$ cat config.mk
export PLATFORM = sky130hd
export DESIGN_NAME = l2_port_arbiter_flat
export DESIGN_NICKNAME = d
export VERILOG_FILES = /design/src/rtl/l2_port_arbiter_if.sv /design/src/rtl/l2_port_arbiter.sv /design/src/flat_wrapper.sv
export SDC_FILE = /design/constraint.sdc
export NUM_CORES = 1
export LEC_CHECK = 0
export BUFFER_PORTS_ARGS = -buffer_cell sky130_fd_sc_hd__buf_4
export CORE_AREA = 2 2 353 355
export DETAILED_ROUTE_END_ITERATION = 8
export DIE_AREA = 0 0 355 357
export GPL_ROUTABILITY_DRIVEN = 0
export RECOVER_POWER = 100
export SLEW_MARGIN = 20
export SYNTH_ARGS = -nofsm -noshare
export SYNTH_HDL_FRONTEND = slang
export SYNTH_SLANG_ARGS = --single-unit
$ cat constraint.sdc
create_clock -name clk -period 2.6 [get_ports clk]
set_clock_uncertainty 0.1 [all_clocks]
set_input_delay 0.39 -clock clk [delete_from_list [all_inputs] [get_ports clk]]
set_output_delay 0.39 -clock clk [all_outputs]
set_load 0.02 [all_outputs]
$ cat src/rtl/l2_port_arbiter_if.sv
// l2_port_arbiter_if
// Bundles every bus signal of the L2 port arbiter: the two L1 request ports
// (c0 = D-cache, c1 = I-cache), the shared memory-side port, and the status
// and counter outputs.
//
// Handshake: an L1 raises cN_read or cN_write (level) with a stable address
// and write block, and holds them until it sees cN_ready high for one
// cycle; cN_rdata is valid in that same cycle. Toward L2, mem_read or
// mem_write is held high with a stable address and write block until L2
// answers with a one-cycle mem_ready; mem_rdata is valid in that cycle.
//
// Modports:
//   master - environment side (L1 caches and L2 model): drives requests and
//            memory responses.
//   slave  - arbiter side: drives ready/rdata, memory strobes and status.
interface l2_port_arbiter_if #(
  parameter int ADDR_W = 28,
  parameter int DATA_W = 128,
  parameter int CNT_W  = 16
);
  logic              c0_read;
  logic              c0_write;
  logic [ADDR_W-1:0] c0_addr;
  logic [DATA_W-1:0] c0_wdata;
  logic [DATA_W-1:0] c0_rdata;
  logic              c0_ready;

  logic              c1_read;
  logic              c1_write;
  logic [ADDR_W-1:0] c1_addr;
  logic [DATA_W-1:0] c1_wdata;
  logic [DATA_W-1:0] c1_rdata;
  logic              c1_ready;

  logic              mem_read;
  logic              mem_write;
  logic [ADDR_W-1:0] mem_addr;
  logic [DATA_W-1:0] mem_wdata;
  logic [DATA_W-1:0] mem_rdata;
  logic              mem_ready;

  logic              busy;
  logic              owner;
  logic [CNT_W-1:0]  c0_cnt;
  logic [CNT_W-1:0]  c1_cnt;

  modport master (
    output c0_read, c0_write, c0_addr, c0_wdata,
    output c1_read, c1_write, c1_addr, c1_wdata,
    output mem_rdata, mem_ready,
    input  c0_rdata, c0_ready, c1_rdata, c1_ready,
    input  mem_read, mem_write, mem_addr, mem_wdata,
    input  busy, owner, c0_cnt, c1_cnt
  );

  modport slave (
    input  c0_read, c0_write, c0_addr, c0_wdata,
    input  c1_read, c1_write, c1_addr, c1_wdata,
    input  mem_rdata, mem_ready,
    output c0_rdata, c0_ready, c1_rdata, c1_ready,
    output mem_read, mem_write, mem_addr, mem_wdata,
    output busy, owner, c0_cnt, c1_cnt
  );
endinterface

$ cat src/rtl/l2_port_arbiter.sv
// l2_port_arbiter
// Shares one L2/memory block port between the D-cache (requester 0) and the
// I-cache (requester 1). Round-robin arbitration, grant locked for the whole
// transaction, registered memory-side request, one-cycle ready pulse with
// the returned block to the owner only, and per-requester completion
// counters.
//
// Ports:
//   clk          system clock, rising edge
//   reset_n      asynchronous active-low reset
//   bus          l2_port_arbiter_if.slave: L1 ports, memory port, status,
//                counters
//   o_dbg_state  current FSM state (0 IDLE, 1 BUSY, 2 DONE)
module l2_port_arbiter #(
  parameter int ADDR_W = 28,
  parameter int DATA_W = 128,
  parameter int CNT_W  = 16
) (
  input  logic                clk,
  input  logic                reset_n,
  l2_port_arbiter_if.slave    bus,
  output logic [1:0]          o_dbg_state
);

  typedef enum logic [1:0] {
    ST_IDLE = 2'd0,
    ST_BUSY = 2'd1,
    ST_DONE = 2'd2
  } state_t;

  localparam logic [CNT_W-1:0] CNT_ONE = {{(CNT_W-1){1'b0}}, 1'b1};

  state_t            r_state;
  logic              r_rr_pri;
  logic              r_owner;
  logic              r_busy;
  logic              r_mem_read;
  logic              r_mem_write;
  logic [ADDR_W-1:0] r_mem_addr;
  logic [DATA_W-1:0] r_mem_wdata;
  logic [DATA_W-1:0] r_c0_rdata;
  logic [DATA_W-1:0] r_c1_rdata;
  logic              r_c0_ready;
  logic              r_c1_ready;
  logic [CNT_W-1:0]  r_c0_cnt;
  logic [CNT_W-1:0]  r_c1_cnt;

  state_t            w_next_state;
  logic              w_grant;
  logic              w_complete;
  logic              w_req0;
  logic              w_req1;
  logic              w_winner;
  logic              w_win_read;
  logic              w_win_write;

  assign w_req0 = bus.c0_read | bus.c0_write;
  assign w_req1 = bus.c1_read | bus.c1_write;

  // Requester 1 wins when it is alone, or when both ask and it holds priority.
  assign w_winner    = w_req1 & (~w_req0 | r_rr_pri);
  assign w_win_write = w_winner ? bus.c1_write : bus.c0_write;
  // A simultaneous read+write is issued as a write only.
  assign w_win_read  = ~w_win_write & (w_winner ? bus.c1_read : bus.c0_read);

  // State register
  always_ff @(posedge clk or negedge reset_n) begin
    if (!reset_n) begin
      r_state <= ST_IDLE;
    end else begin
      r_state <= w_next_state;
    end
  end

  // Next-state logic; grant and completion events are decoded here.
  always_comb begin
    w_next_state = r_state;
    w_grant      = 1'b0;
    w_complete   = 1'b0;
    case (r_state)
      ST_IDLE: begin
        if (w_req0 | w_req1) begin
          w_grant      = 1'b1;
          w_next_state = ST_BUSY;
        end
      end
      ST_BUSY: begin
        if (bus.mem_ready) begin
          w_complete   = 1'b1;
          w_next_state = ST_DONE;
        end
      end
      // One dead cycle so the owner can drop its request before re-arbitration.
      ST_DONE: w_next_state = ST_IDLE;
      default: w_next_state = ST_IDLE;
    endcase
  end

  // Registered outputs
  always_ff @(posedge clk or negedge reset_n) begin
    if (!reset_n) begin
      r_rr_pri    <= 1'b0;
      r_owner     <= 1'b0;
      r_busy      <= 1'b0;
      r_mem_read  <= 1'b0;
      r_mem_write <= 1'b0;
      r_mem_addr  <= '0;
      r_mem_wdata <= '0;
      r_c0_rdata  <= '0;
      r_c1_rdata  <= '0;
      r_c0_ready  <= 1'b0;
      r_c1_ready  <= 1'b0;
      r_c0_cnt    <= '0;
      r_c1_cnt    <= '0;
    end else begin
      r_busy     <= (w_next_state != ST_IDLE);
      r_c0_ready <= 1'b0;
      r_c1_ready <= 1'b0;

      if (w_grant) begin
        r_owner     <= w_winner;
        r_rr_pri    <= ~w_winner;
        r_mem_read  <= w_win_read;
        r_mem_write <= w_win_write;
        r_mem_addr  <= w_winner ? bus.c1_addr  : bus.c0_addr;
        r_mem_wdata <= w_winner ? bus.c1_wdata : bus.c0_wdata;
      end

      if (w_complete) begin
        r_mem_read  <= 1'b0;
        r_mem_write <= 1'b0;
        if (r_owner) begin
          r_c1_ready <= 1'b1;
          r_c1_rdata <= bus.mem_rdata;
          r_c1_cnt   <= r_c1_cnt + CNT_ONE;
        end else begin
          r_c0_ready <= 1'b1;
          r_c0_rdata <= bus.mem_rdata;
          r_c0_cnt   <= r_c0_cnt + CNT_ONE;
        end
      end
    end
  end

  assign bus.c0_rdata  = r_c0_rdata;
  assign bus.c0_ready  = r_c0_ready;
  assign bus.c1_rdata  = r_c1_rdata;
  assign bus.c1_ready  = r_c1_ready;
  assign bus.mem_read  = r_mem_read;
  assign bus.mem_write = r_mem_write;
  assign bus.mem_addr  = r_mem_addr;
  assign bus.mem_wdata = r_mem_wdata;
  assign bus.busy      = r_busy;
  assign bus.owner     = r_owner;
  assign bus.c0_cnt    = r_c0_cnt;
  assign bus.c1_cnt    = r_c1_cnt;
  assign o_dbg_state   = r_state;

endmodule

$ cat src/flat_wrapper.sv
// flat-port wrapper written by rule: the top's interface ports become plain ports
module l2_port_arbiter_flat 
#(
  parameter int ADDR_W = 28,
  parameter int DATA_W = 128,
  parameter int CNT_W  = 16
)
  (clk, reset_n, o_dbg_state, bus_c0_read, bus_c0_write, bus_c0_addr, bus_c0_wdata, bus_c1_read, bus_c1_write, bus_c1_addr, bus_c1_wdata, bus_mem_rdata, bus_mem_ready, bus_c0_rdata, bus_c0_ready, bus_c1_rdata, bus_c1_ready, bus_mem_read, bus_mem_write, bus_mem_addr, bus_mem_wdata, bus_busy, bus_owner, bus_c0_cnt, bus_c1_cnt);
  l2_port_arbiter_if #(.ADDR_W(ADDR_W), .DATA_W(DATA_W), .CNT_W(CNT_W)) bus_i ();
  input  logic clk;
  input  logic reset_n;
  output logic [1:0] o_dbg_state;
  input wire logic [$bits(bus_i.c0_read)-1:0] bus_c0_read;
  input wire logic [$bits(bus_i.c0_write)-1:0] bus_c0_write;
  input wire logic [$bits(bus_i.c0_addr)-1:0] bus_c0_addr;
  input wire logic [$bits(bus_i.c0_wdata)-1:0] bus_c0_wdata;
  input wire logic [$bits(bus_i.c1_read)-1:0] bus_c1_read;
  input wire logic [$bits(bus_i.c1_write)-1:0] bus_c1_write;
  input wire logic [$bits(bus_i.c1_addr)-1:0] bus_c1_addr;
  input wire logic [$bits(bus_i.c1_wdata)-1:0] bus_c1_wdata;
  input wire logic [$bits(bus_i.mem_rdata)-1:0] bus_mem_rdata;
  input wire logic [$bits(bus_i.mem_ready)-1:0] bus_mem_ready;
  output wire logic [$bits(bus_i.c0_rdata)-1:0] bus_c0_rdata;
  output wire logic [$bits(bus_i.c0_ready)-1:0] bus_c0_ready;
  output wire logic [$bits(bus_i.c1_rdata)-1:0] bus_c1_rdata;
  output wire logic [$bits(bus_i.c1_ready)-1:0] bus_c1_ready;
  output wire logic [$bits(bus_i.mem_read)-1:0] bus_mem_read;
  output wire logic [$bits(bus_i.mem_write)-1:0] bus_mem_write;
  output wire logic [$bits(bus_i.mem_addr)-1:0] bus_mem_addr;
  output wire logic [$bits(bus_i.mem_wdata)-1:0] bus_mem_wdata;
  output wire logic [$bits(bus_i.busy)-1:0] bus_busy;
  output wire logic [$bits(bus_i.owner)-1:0] bus_owner;
  output wire logic [$bits(bus_i.c0_cnt)-1:0] bus_c0_cnt;
  output wire logic [$bits(bus_i.c1_cnt)-1:0] bus_c1_cnt;
  assign bus_i.c0_read = bus_c0_read;
  assign bus_i.c0_write = bus_c0_write;
  assign bus_i.c0_addr = bus_c0_addr;
  assign bus_i.c0_wdata = bus_c0_wdata;
  assign bus_i.c1_read = bus_c1_read;
  assign bus_i.c1_write = bus_c1_write;
  assign bus_i.c1_addr = bus_c1_addr;
  assign bus_i.c1_wdata = bus_c1_wdata;
  assign bus_i.mem_rdata = bus_mem_rdata;
  assign bus_i.mem_ready = bus_mem_ready;
  assign bus_c0_rdata = bus_i.c0_rdata;
  assign bus_c0_ready = bus_i.c0_ready;
  assign bus_c1_rdata = bus_i.c1_rdata;
  assign bus_c1_ready = bus_i.c1_ready;
  assign bus_mem_read = bus_i.mem_read;
  assign bus_mem_write = bus_i.mem_write;
  assign bus_mem_addr = bus_i.mem_addr;
  assign bus_mem_wdata = bus_i.mem_wdata;
  assign bus_busy = bus_i.busy;
  assign bus_owner = bus_i.owner;
  assign bus_c0_cnt = bus_i.c0_cnt;
  assign bus_c1_cnt = bus_i.c1_cnt;
  l2_port_arbiter #(.ADDR_W(ADDR_W), .DATA_W(DATA_W), .CNT_W(CNT_W)) u_core (.clk(clk), .reset_n(reset_n), .bus(bus_i), .o_dbg_state(o_dbg_state));
endmodule
# ---- Yosys cells after proc, flatten, opt, wreduce, memory -nomap -nowiden
# Cells that the tools add are included.
# Widths: inputs -> output; s select.
dict set report totals {
  output_inout_bits 452
  elab_cells 51
  inputBits 447
  register_bits 453
}
dict set report op_classes {
  n_bitwise 10
  n_mux 19
  n_eq_ne 1
  add_sub_neg 2
  n_reduce_logical 5
}
# cell count
set ops {}
lappend ops {{$mux 128} 1}
lappend ops {{$add 16x1->16 const B} 2}
lappend ops {{$mux 28} 1}
lappend ops {{$mux 1} 14}
lappend ops {{$mux 2} 2}
lappend ops {{$not 1->1} 4}
lappend ops {{$or 1x1->1} 4}
lappend ops {{$pmux 2 s2} 1}
lappend ops {{$reduce_and 2->1} 2}
lappend ops {{$reduce_bool 2->1} 2}
lappend ops {{$and 1x1->1} 2}
lappend ops {{$eq 2x1->1 const B} 1}
lappend ops {{$logic_not 2->1} 1}

# ---- Logic depth before layout (Yosys ltp)
# Gate-level depths: netlist of the first run.
dict set report depth {
  word_depth 9
  ltp_mapped 8
  depth_no_buf 6
}

# ---- Worst setup path after synthesis of the first run
# No wires, ideal clock.
dict set report synth_path {
  path_type {register -> register}
  startpoint {reg u_core.r_state[0], in the netlist u_core.o_dbg_state[0]}
  endpoint {reg u_core.r_c0_rdata[88], in the netlist u_core.bus.c0_rdata[88]}
  t_required_ns 2.375
  setup_ns 0.125
  n_path_buf 3
  arrival_time_ns 1.560
  stages_incl_launch_ff 6
  period_less_slack_ns 1.785
  slack_ns 0.815
  cell_sequence {dfrtp_1 > and4bb_2 > buf_4 > buf_6 > buf_4 > mux2_2}
}
dict set report synth_via {
  elab_chain_cells 3
}
# item line_no
set synth_rtl {}
lappend synth_rtl {{start: declaration} l2_port_arbiter.sv:33} ;# state_t r_state;
lappend synth_rtl {{start signal: assignment} l2_port_arbiter.sv:71} ;# r_state <= w_next_state;
lappend synth_rtl {{$eq 2x1->1} l2_port_arbiter.sv:80} ;# case (r_state)
lappend synth_rtl {{$mux 1} l2_port_arbiter.sv:80}
lappend synth_rtl {{$reduce_and 2->1 (no line)} -}
lappend synth_rtl {{end signal: assignment} l2_port_arbiter.sv:138} ;# r_c0_rdata <= bus.mem_rdata;
lappend synth_rtl {{end: declaration} l2_port_arbiter.sv:41} ;# logic [DATA_W-1:0] r_c0_rdata;
# Every way passes these cells.
# A chain may end at the register's enable or synchronous reset.

# ---- Worst setup path in the final report of the first run
dict set report layout_path {
  startpoint {reg u_core.r_rr_pri}
  endpoint {reg u_core.r_mem_wdata[82], in the netlist u_core.bus.mem_wdata[82]}
}
dict set report layout_via {
  elab_chain_cells 3
}
# item line_no
set layout_rtl {}
lappend layout_rtl {{start: declaration} l2_port_arbiter.sv:34} ;# logic r_rr_pri;
lappend layout_rtl {{start signal: assignment} l2_port_arbiter.sv:122} ;# r_rr_pri <= ~w_winner;
lappend layout_rtl {{$or 1x1->1} l2_port_arbiter.sv:61} ;# assign w_winner = w_req1 & (~w_req0 | r_rr_pri);
lappend layout_rtl {{$and 1x1->1} l2_port_arbiter.sv:61}
lappend layout_rtl {{$mux 128} l2_port_arbiter.sv:126} ;# r_mem_wdata <= w_winner ? bus.c1_wdata : bus.c0_wdata;
lappend layout_rtl {{end signal: assignment} l2_port_arbiter.sv:126}
lappend layout_rtl {{end: declaration} l2_port_arbiter.sv:40} ;# logic [DATA_W-1:0] r_mem_wdata;
# Every way passes these cells.

==> results by group, run 1 <==
Setup path
  • CP Launch Type: flop
  • Slowest cell on the critical path: sky130_fd_sc_hd__dlygate4sd3_1
  • Worst path required time: approximately 3.0 ns
  • Data arrival time of the worst path: about 3.0 ns
  • Most repeated library cell on the critical path: sky130_fd_sc_hd__buf_12
  • Critical path's top delay family: buffers and inverters
  • Type of element capturing the critical path: flop
  • Classification of the worst setup path: flop to flop
  • Largest fanout of any net on the critical path: 37
  • Critical path cell sequence: inv_1 -> o221a_4 -> buf_12 -> buf_12 -> a22oi_1 -> dlygate4sd3_1 -> nand2_1
  • Critical path buffers and inverters: 4
  • Max incr delay on CP: around 0.66 ns

Clock tree
  • Clock transition at the registers of the reported paths: approximately 0.060 ns
  • Inserted Clock Buffers: 54
  • Number of H-tree levels: 2
  • Clk Tree Root Cell: sky130_fd_sc_hd__clkbuf_16
  • Clk sinks: around 450
  • Clock network latency to the later pin of the worst-skew pair: 0.63 ns
  • Max clock buf depth: 3
  • Clock tree from TritonCTS: yes

Global routing
  • Wire length of the first global-routing pass: between 100000 and 150000 um
  • Initial antenna violation count: 32
  • Number of global-route vias before repair: 18160
  • Maximum number of pins on one net before global-route repair: 111
  • Global router's overall resource usage: 14.90%
  • Global-route congestion overflow total: 0

Logic synthesis
  • Fraction of synthesized cell area taken by the top area cell type: a little under two thirds
  • Register bit total from synthesis: about 450
  • Sequential cell area fraction in the yosys report: a little under two thirds
  • Yosys synthesis warning count: 0
  • Cell accounting for the most synthesized area: sky130_fd_sc_hd__dfrtp_1
  • Mean Syn Cell Area: 10.86 um^2
  • Post-synthesis instance total: approximately 1600
  • Netlist Area Pre-Place: ~18000 um^2
  • Distinct cell type count after synthesis: 38
  • Total nets after synthesis: about 2100
  • Area contributors post-synth: sky130_fd_sc_hd__dfrtp_1, sky130_fd_sc_hd__nand2_1, sky130_fd_sc_hd__mux2_2, sky130_fd_sc_hd__a22oi_1, sky130_fd_sc_hd__buf_2

Power
  • Cell Pwr Density: ~1200 nW/um^2
  • Total power consumption of the routed design: ~38000 uW
  • Leakage power summed over all cells: between 0.01 and 0.015 uW
  • Worst vdd ir: between 0.6 and 0.7 mV

Floorplan
  • Overall die area: ~130000 um^2
  • Initial core utilization: between 10% and 20%
  • Row cnt: about 130
  • Chip height: around 360 um
  • Floorplan Core Area: roughly 120000 um^2
  • Overall die width: approximately 360 um
  • Number of top-level design ports: 899

Final layout
  • Most frequent cells in the layout: sky130_fd_sc_hd__nand2_1, sky130_fd_sc_hd__clkbuf_1, sky130_fd_sc_hd__buf_4
  • End-of-flow core utilization: 25.49%
  • Proportion of layout cells with a drive suffix above 1: a little under a quarter
  • Commonest non-fill, non-tap cell in the layout: sky130_fd_sc_hd__nand2_1
  • Number of nets in the layout: 3458
  • Layout area overhead: 75.80%
  • Cell area after layout: 31350 um^2

Route
  • DRC violations left: 0
  • First-pass detailed-route iteration total: 6
  • Vias per cell: 3.859
  • Final Routed Wirelength: 102500 um
  • Number of routed nets with antenna violations: 0
  • Via count: 18140
  • Average wire per cell in the routed design: approximately 22 um
  • Detailed Route Iter0 Violations: around 1500

Timing
  • Slew at the pin closest to its max-slew limit: approximately 1.4 ns
  • RSZ-0062 raised after global routing: yes
  • Maximum operating frequency: roughly 390 MHz
  • Fin crit period: approximately 2.6 ns
  • Total count of max-transition violations in the final report: 0
  • Worst Hold Slack: around 0.19 ns
  • Final hold viol count: 0
  • Rel. slew slack: ~8.1%
  • Period utilization: a little under 100%
  • Number of setup violations in the final report: 0

Job
  • Reported max-cap violation count: 0

Placement
  • Placed Area: approximately 27000 um^2
  • Port Buffers: around 900
  • Final HPWL DP: about 80000 um

Status
  • Status: finished, final reports clean

Hold path
  • Hold Path Class: primary input to flop
[metal layers]
layer / vias to the layer above / track usage (%) / part of all wire, %
met5: - / 0 / 0.13
met4: 18 / 8.534 / 6.6
met3: 205 / 5.413 / 9.5
met2: 899 / 24.97 / 47
met1: 8794 / 16.27 / 36
li1: 8227 / - / -
[worst min-delay path: cells and delay by family]
kind | cells | cell delay (ns)
AO/OA/AOI/OAI | 2 | 0.34
buffers and inverters | 1 | 0.15
[Yosys cell counts (all sizes together)]
cell	n
a21oi	1
nand4	8
nor3	5
a21boi	1
nand4b	1
or4	1
or2b	1
and4	1
a22oi	156
nand2	712
xnor2	19
a21o	1
nand3	8
o221a	2
xor2	11
clkbuf	31
buf	65
inv	7
and2	1
nor4	2
and3	7
nor4b	1
nor2	9
mux2	130
and4bb	1
dfrtp	453
a211o	1
ha	2
o21ai	2
o22ai	1
nand3b	1
[final timing paths]
check,startpoint,depth (start not counted),endpoint,slack [ns]
setup / recovery,u_core.r_rr_pri$_DFFE_PN0P_,7,u_core.bus.mem_wdata[82]$_DFFE_PN0P_,0.02
hold / removal,bus_c0_write,3,u_core.bus.mem_write$_DFFE_PN0P_,0.19
setup reg to reg,u_core.r_rr_pri$_DFFE_PN0P_,7,u_core.bus.mem_wdata[82]$_DFFE_PN0P_,0.02
hold reg to reg,u_core.bus.c0_cnt[15]$_DFFE_PN0P_,1,u_core.bus.c0_cnt[15]$_DFFE_PN0P_,0.36
max in group asynchronous,reset_n,3,u_core.bus.mem_wdata[9]$_DFFE_PN0P_,0.37
min in group asynchronous,reset_n,2,u_core.bus.c0_rdata[22]$_DFFE_PN0P_,0.50
[area by class of cell]
class                   instances  area [um^2]
flip-flops and latches        453        11340
inverters                       7        28.78
clock inverters                24        370.4
clock buffers                  73         1513
fillers                     13360        91640
repair buffers               1404        10000
well taps                    1637         2048
diodes                         15        37.54
multi-input cells            1089         6016
[stage by stage]
| step | std cells | setup WS, ns | TNS [ns] |
|---|---|---|---|
| after global routing | 4695 | -0.01001 | -0.01001 |
| after CTS | 4681 | 0.03441 | 0 |
| after floorplan | 1642 | 0.8149 | 0 |
| after detailed placement | 4142 | 0.3999 | 0 |
| after global placement | 4142 | 0.4310 | 0 |
| final | 4702 | 0.01675 | 0 |
[report_power, final]
part / internal, uW / leakage [uW] / switching [uW]
registers: 10300 / 0.00558 / 2000
logic: 5830 / 0.00783 / 12100
clock network: 4870 / 0.000912 / 3260
total: 21000 / 0.0143 / 17400
[kinds of logic after synthesis]
group,count (synthesis),synth area share (%)
buffers and inverters,103,2.883
adder cells (fa/ha/maj),2,0.1403
AND/OR/NAND/NOR,759,16.79
AO/OA/AOI/OAI,165,6.945
XOR/XNOR,30,1.473
flip-flops,453,63.56
multiplexers,130,8.208
[sequential cells by signal, indices dropped and copies added, names as in the netlist]
| signal | count |
|---|---|
| u_core.bus.c1_ready | 1 |
| u_core.bus.c1_cnt | 16 |
| u_core.bus.c0_ready | 1 |
| u_core.bus.mem_write | 1 |
| u_core.bus.c0_cnt | 16 |
| u_core.bus.busy | 1 |
| u_core.bus.mem_read | 1 |
| u_core.bus.c1_rdata | 128 |
| u_core.bus.c0_rdata | 128 |
| u_core.r_rr_pri | 1 |
| u_core.bus.mem_addr | 28 |
| u_core.bus.owner | 1 |
| u_core.bus.mem_wdata | 128 |
| u_core.o_dbg_state | 2 |
[repair_timing]
| action | CTS | global route |
|---|---|---|
| hold buffers | 442 | 0 |
| gates resized for setup | 0 | 4 |
| setup endpoints to repair | 0 | 56 |
| setup buffers | 0 | 3 |
| hold endpoints to repair | 457 | 0 |
Note: power is estimated with default switching activity, not from simulation.
==> inputs of run 2 (changes only) <==
- BUFFER_PORTS_ARGS: -buffer_cell sky130_fd_sc_hd__buf_4 -> -buffer_cell sky130_fd_sc_hd__clkbuf_2
==> run 2 against run 1 <==
Final cell count shrank 0.15%. Sequential cell count is the same. Worst setup slack better by 0.12 ns. Maximum frequency is 4.7% higher. Die area unchanged. Count of clock-buffer cells in the layout fell by 2. Cell area fell by 3.3%. Largest cell class unchanged.
==> results by group, run 2 (synthesized netlist as in run 1, its figures left out) <==
Floorplan
  • Floorplan Core Area: 123000 um^2 (unchanged)
  • Number of top-level design ports: 899 (unchanged)
  • Overall die area: 126700 um^2 (unchanged)
  • Overall die width: 355 um (unchanged)
  • Initial core utilization: 14.50% (unchanged)
  • Row cnt: 129 (unchanged)
  • Chip height: 357 um (unchanged)

Clock tree
  • Inserted Clock Buffers: 54 (unchanged)
  • Clock network latency to the later pin of the worst-skew pair: 0.63 ns (about the same)
  • Clk sinks: 453 (unchanged)
  • Clock tree from TritonCTS: yes (unchanged)
  • Number of H-tree levels: 2 (unchanged)
  • Clk Tree Root Cell: sky130_fd_sc_hd__clkbuf_16 (unchanged)
  • Max clock buf depth: 3 (unchanged)
  • Clock transition at the registers of the reported paths: 0.06 ns (about the same)

Power
  • Worst vdd ir: 0.6185 mV (was 0.6317 mV)
  • Total power consumption of the routed design: 37650 uW (was 38420 uW)
  • Leakage power summed over all cells: 0.01431 uW (was 0.01432 uW)
  • Cell Pwr Density: 1241 nW/um^2 (was 1225 nW/um^2)

Global routing
  • Global router's overall resource usage: 15.01% (was 14.90%)
  • Wire length of the first global-routing pass: 136500 um (was 134700 um)
  • Number of global-route vias before repair: 18430 (was 18160)
  • Maximum number of pins on one net before global-route repair: 78 (was 111)
  • Global-route congestion overflow total: 0 (unchanged)
  • Initial antenna violation count: 27 (was 32)

Timing
  • Maximum operating frequency: 405.2 MHz (was 387.1 MHz)
  • Final hold viol count: 0 (unchanged)
  • Slew at the pin closest to its max-slew limit: 1.073 ns (was 1.379 ns)
  • Total count of max-transition violations in the final report: 0 (unchanged)
  • Period utilization: 94.93% (was 99.36%)
  • Rel. slew slack: 28.48% (was 8.093%)
  • Number of setup violations in the final report: 0 (unchanged)
  • Fin crit period: 2.468 ns (was 2.583 ns)
  • Accumulated negative setup slack: 0 ns (unchanged)

Setup path
  • Classification of the worst setup path: flop to flop (unchanged)
  • Slowest cell on the critical path: sky130_fd_sc_hd__dlygate4sd3_1 (unchanged)
  • Critical path cell sequence: inv_1 -> o221a_4 -> buf_4 -> a22oi_1 -> dlygate4sd3_1 -> nand2_1 (was inv_1 -> o221a_4 -> buf_12 -> buf_12 -> a22oi_1 -> dlygate4sd3_1 -> nand2_1)
  • Critical path buffers and inverters: 3 (was 4)
  • Path depth of the worst reg2reg path: 6 (was 7)
  • Data arrival time of the worst path: 2.89 ns (was 3.03 ns)
  • CP Launch Type: flop (unchanged)
  • Stages on worst setup path: 6 (was 7)
  • Type of element capturing the critical path: flop (unchanged)
  • Critical path's top delay family: buffers and inverters (unchanged)
  • Worst path required time: 3.03 ns (was 3.04 ns)
  • Max incr delay on CP: 0.61 ns (was 0.66 ns)
  • Largest fanout of any net on the critical path: 10 (was 37)
  • Setup slack of the most critical reg-to-reg path: 0.13 ns (was 0.02 ns)

Hold path
  • Hold Path Class: primary input to flop (unchanged)
  • Hold Path Depth: 3 (unchanged)

Final layout
  • Cell area after layout: 30330 um^2 (was 31350 um^2)
  • Total of fill cells in the finished design: 13270 (was 13360)
  • Number of nets in the layout: 3451 (was 3458)
  • Register area: 11340 um^2 (about the same)
  • Layout area overhead: 70.06% (was 75.80%)
  • Commonest non-fill, non-tap cell in the layout: sky130_fd_sc_hd__nand2_1 (unchanged)
  • End-of-flow core utilization: 24.66% (was 25.49%)
  • Footprint of the multi-input gates: 6048 um^2 (was 6016 um^2)
  • Proportion of layout cells with a drive suffix above 1: 24.10% (was 23.31%)
  • Most frequent cells in the layout: sky130_fd_sc_hd__nand2_1, sky130_fd_sc_hd__clkbuf_1, sky130_fd_sc_hd__clkbuf_2 (was sky130_fd_sc_hd__nand2_1, sky130_fd_sc_hd__clkbuf_1, sky130_fd_sc_hd__buf_4)

Route
  • Detailed Route Iter0 Violations: 1586 (was 1498)
  • Vias per cell: 3.928 (was 3.859)
  • First-pass detailed-route iteration total: 6 (unchanged)
  • Number of routed nets with antenna violations: 0 (unchanged)
  • DRC violations left: 0 (unchanged)
  • Via count: 18440 (was 18140)
  • Final Routed Wirelength: 102500 um (about the same)
  • Average wire per cell in the routed design: 21.84 um (was 21.80 um)

Placement
  • Port Buffers: 898 (unchanged)
  • Placed Area: 24610 um^2 (was 26890 um^2)
  • Final HPWL DP: 77940 um (was 79230 um)

Job
  • Reported max-cap violation count: 0 (unchanged)

Status
  • Status: finished, final reports clean (unchanged)
run 2: cell count changes in the layout (fill, tap and decap cells not counted), moves of 2 or more:
cell                            previous run  this run
sky130_fd_sc_hd__buf_12                   11        14
sky130_fd_sc_hd__clkbuf_4                  6         2
sky130_fd_sc_hd__inv_8                     0         2
sky130_fd_sc_hd__clkinv_4                  1         3
sky130_fd_sc_hd__nor4_2                    0         2
sky130_fd_sc_hd__clkbuf_2                  7       460
sky130_fd_sc_hd__nor4_1                    2         0
sky130_fd_sc_hd__clkinv_8                  0         2
sky130_fd_sc_hd__dlygate4sd3_1           442       440
sky130_fd_sc_hd__buf_4                   466        29
sky130_fd_sc_hd__clkbuf_1                481       460
sky130_fd_sc_hd__clkinvlp_4                4         0
sky130_fd_sc_hd__diode_2                  15        17
run 2: report_power, final:
part	leakage, uW	internal [uW]	switching [uW]	total (uW)
clock	0.000933	4910	3240	8150
sequential	0.00558	10300	1990	12300
combinational	0.00780	5110	12100	17200
total	0.0143	20300	17300	37600
run 2: worst paths after layout:
path / start / to
worst min-delay path: bus_c0_wdata[98] / u_core.bus.mem_wdata[98]$_DFFE_PN0P_
max in group asynchronous: reset_n / u_core.bus.mem_wdata[10]$_DFFE_PN0P_
min in group asynchronous: reset_n / u_core.bus.c1_rdata[17]$_DFFE_PN0P_
worst max-delay path: u_core.r_rr_pri$_DFFE_PN0P_ / u_core.bus.mem_wdata[50]$_DFFE_PN0P_
worst min register to register: u_core.bus.mem_wdata[57]$_DFFE_PN0P_ / u_core.bus.mem_wdata[57]$_DFFE_PN0P_
worst max register to register: u_core.r_rr_pri$_DFFE_PN0P_ / u_core.bus.mem_wdata[50]$_DFFE_PN0P_
run 2: through the flow:
step                hold WS (ns)  worst slack (ns)  std cells
global route              0.1011        -0.0006437       4688
finish                    0.1106            0.1318       4695
CTS                       0.1022           0.01980       4672
global placement          0.2965            0.4261       4137
detailed placement        0.3081            0.4091       4137
floorplan              -0.005591            0.8149       1642
run 2: area by class of cell:
class | count | area share, %
Antenna cell | 17 | 0.1403
Clock buffer | 71 | 5.000
Inverter | 7 | 0.09488
Sequential cell | 453 | 37.38
Multi-Input combinational cell | 1088 | 19.94
Timing Repair Buffer | 1398 | 29.45
Clock inverter | 24 | 1.246
Tap cell | 1637 | 6.753
run 2: timing repair:
item / in CTS / in global routing
endpoints found under the hold margin: 450 / 0
hold buffers: 440 / 0
setup buffers: 0 / 4
gates resized for setup: 0 / 2
endpoints found under the setup margin: 0 / 15
run 2: per-layer routing:
metal / global-route usage (%) / vias to the layer above / part of all wire (%)
met3: 5.781 / 248 / 10
met2: 25.00 / 998 / 48
li1: - / 8214 / -
met1: 16.39 / 8962 / 35
met5: 0 / - / 0.11
met4: 8.381 / 18 / 6.1
run 2: worst register-to-register path, delay by kind of cell (launching register included):
family / cells / cell delay, ns
AND/OR/NAND/NOR: 1 / 0.06
AO/OA/AOI/OAI: 2 / 0.62
buffers and inverters: 3 / 1.07
flip-flops: 1 / 0.51
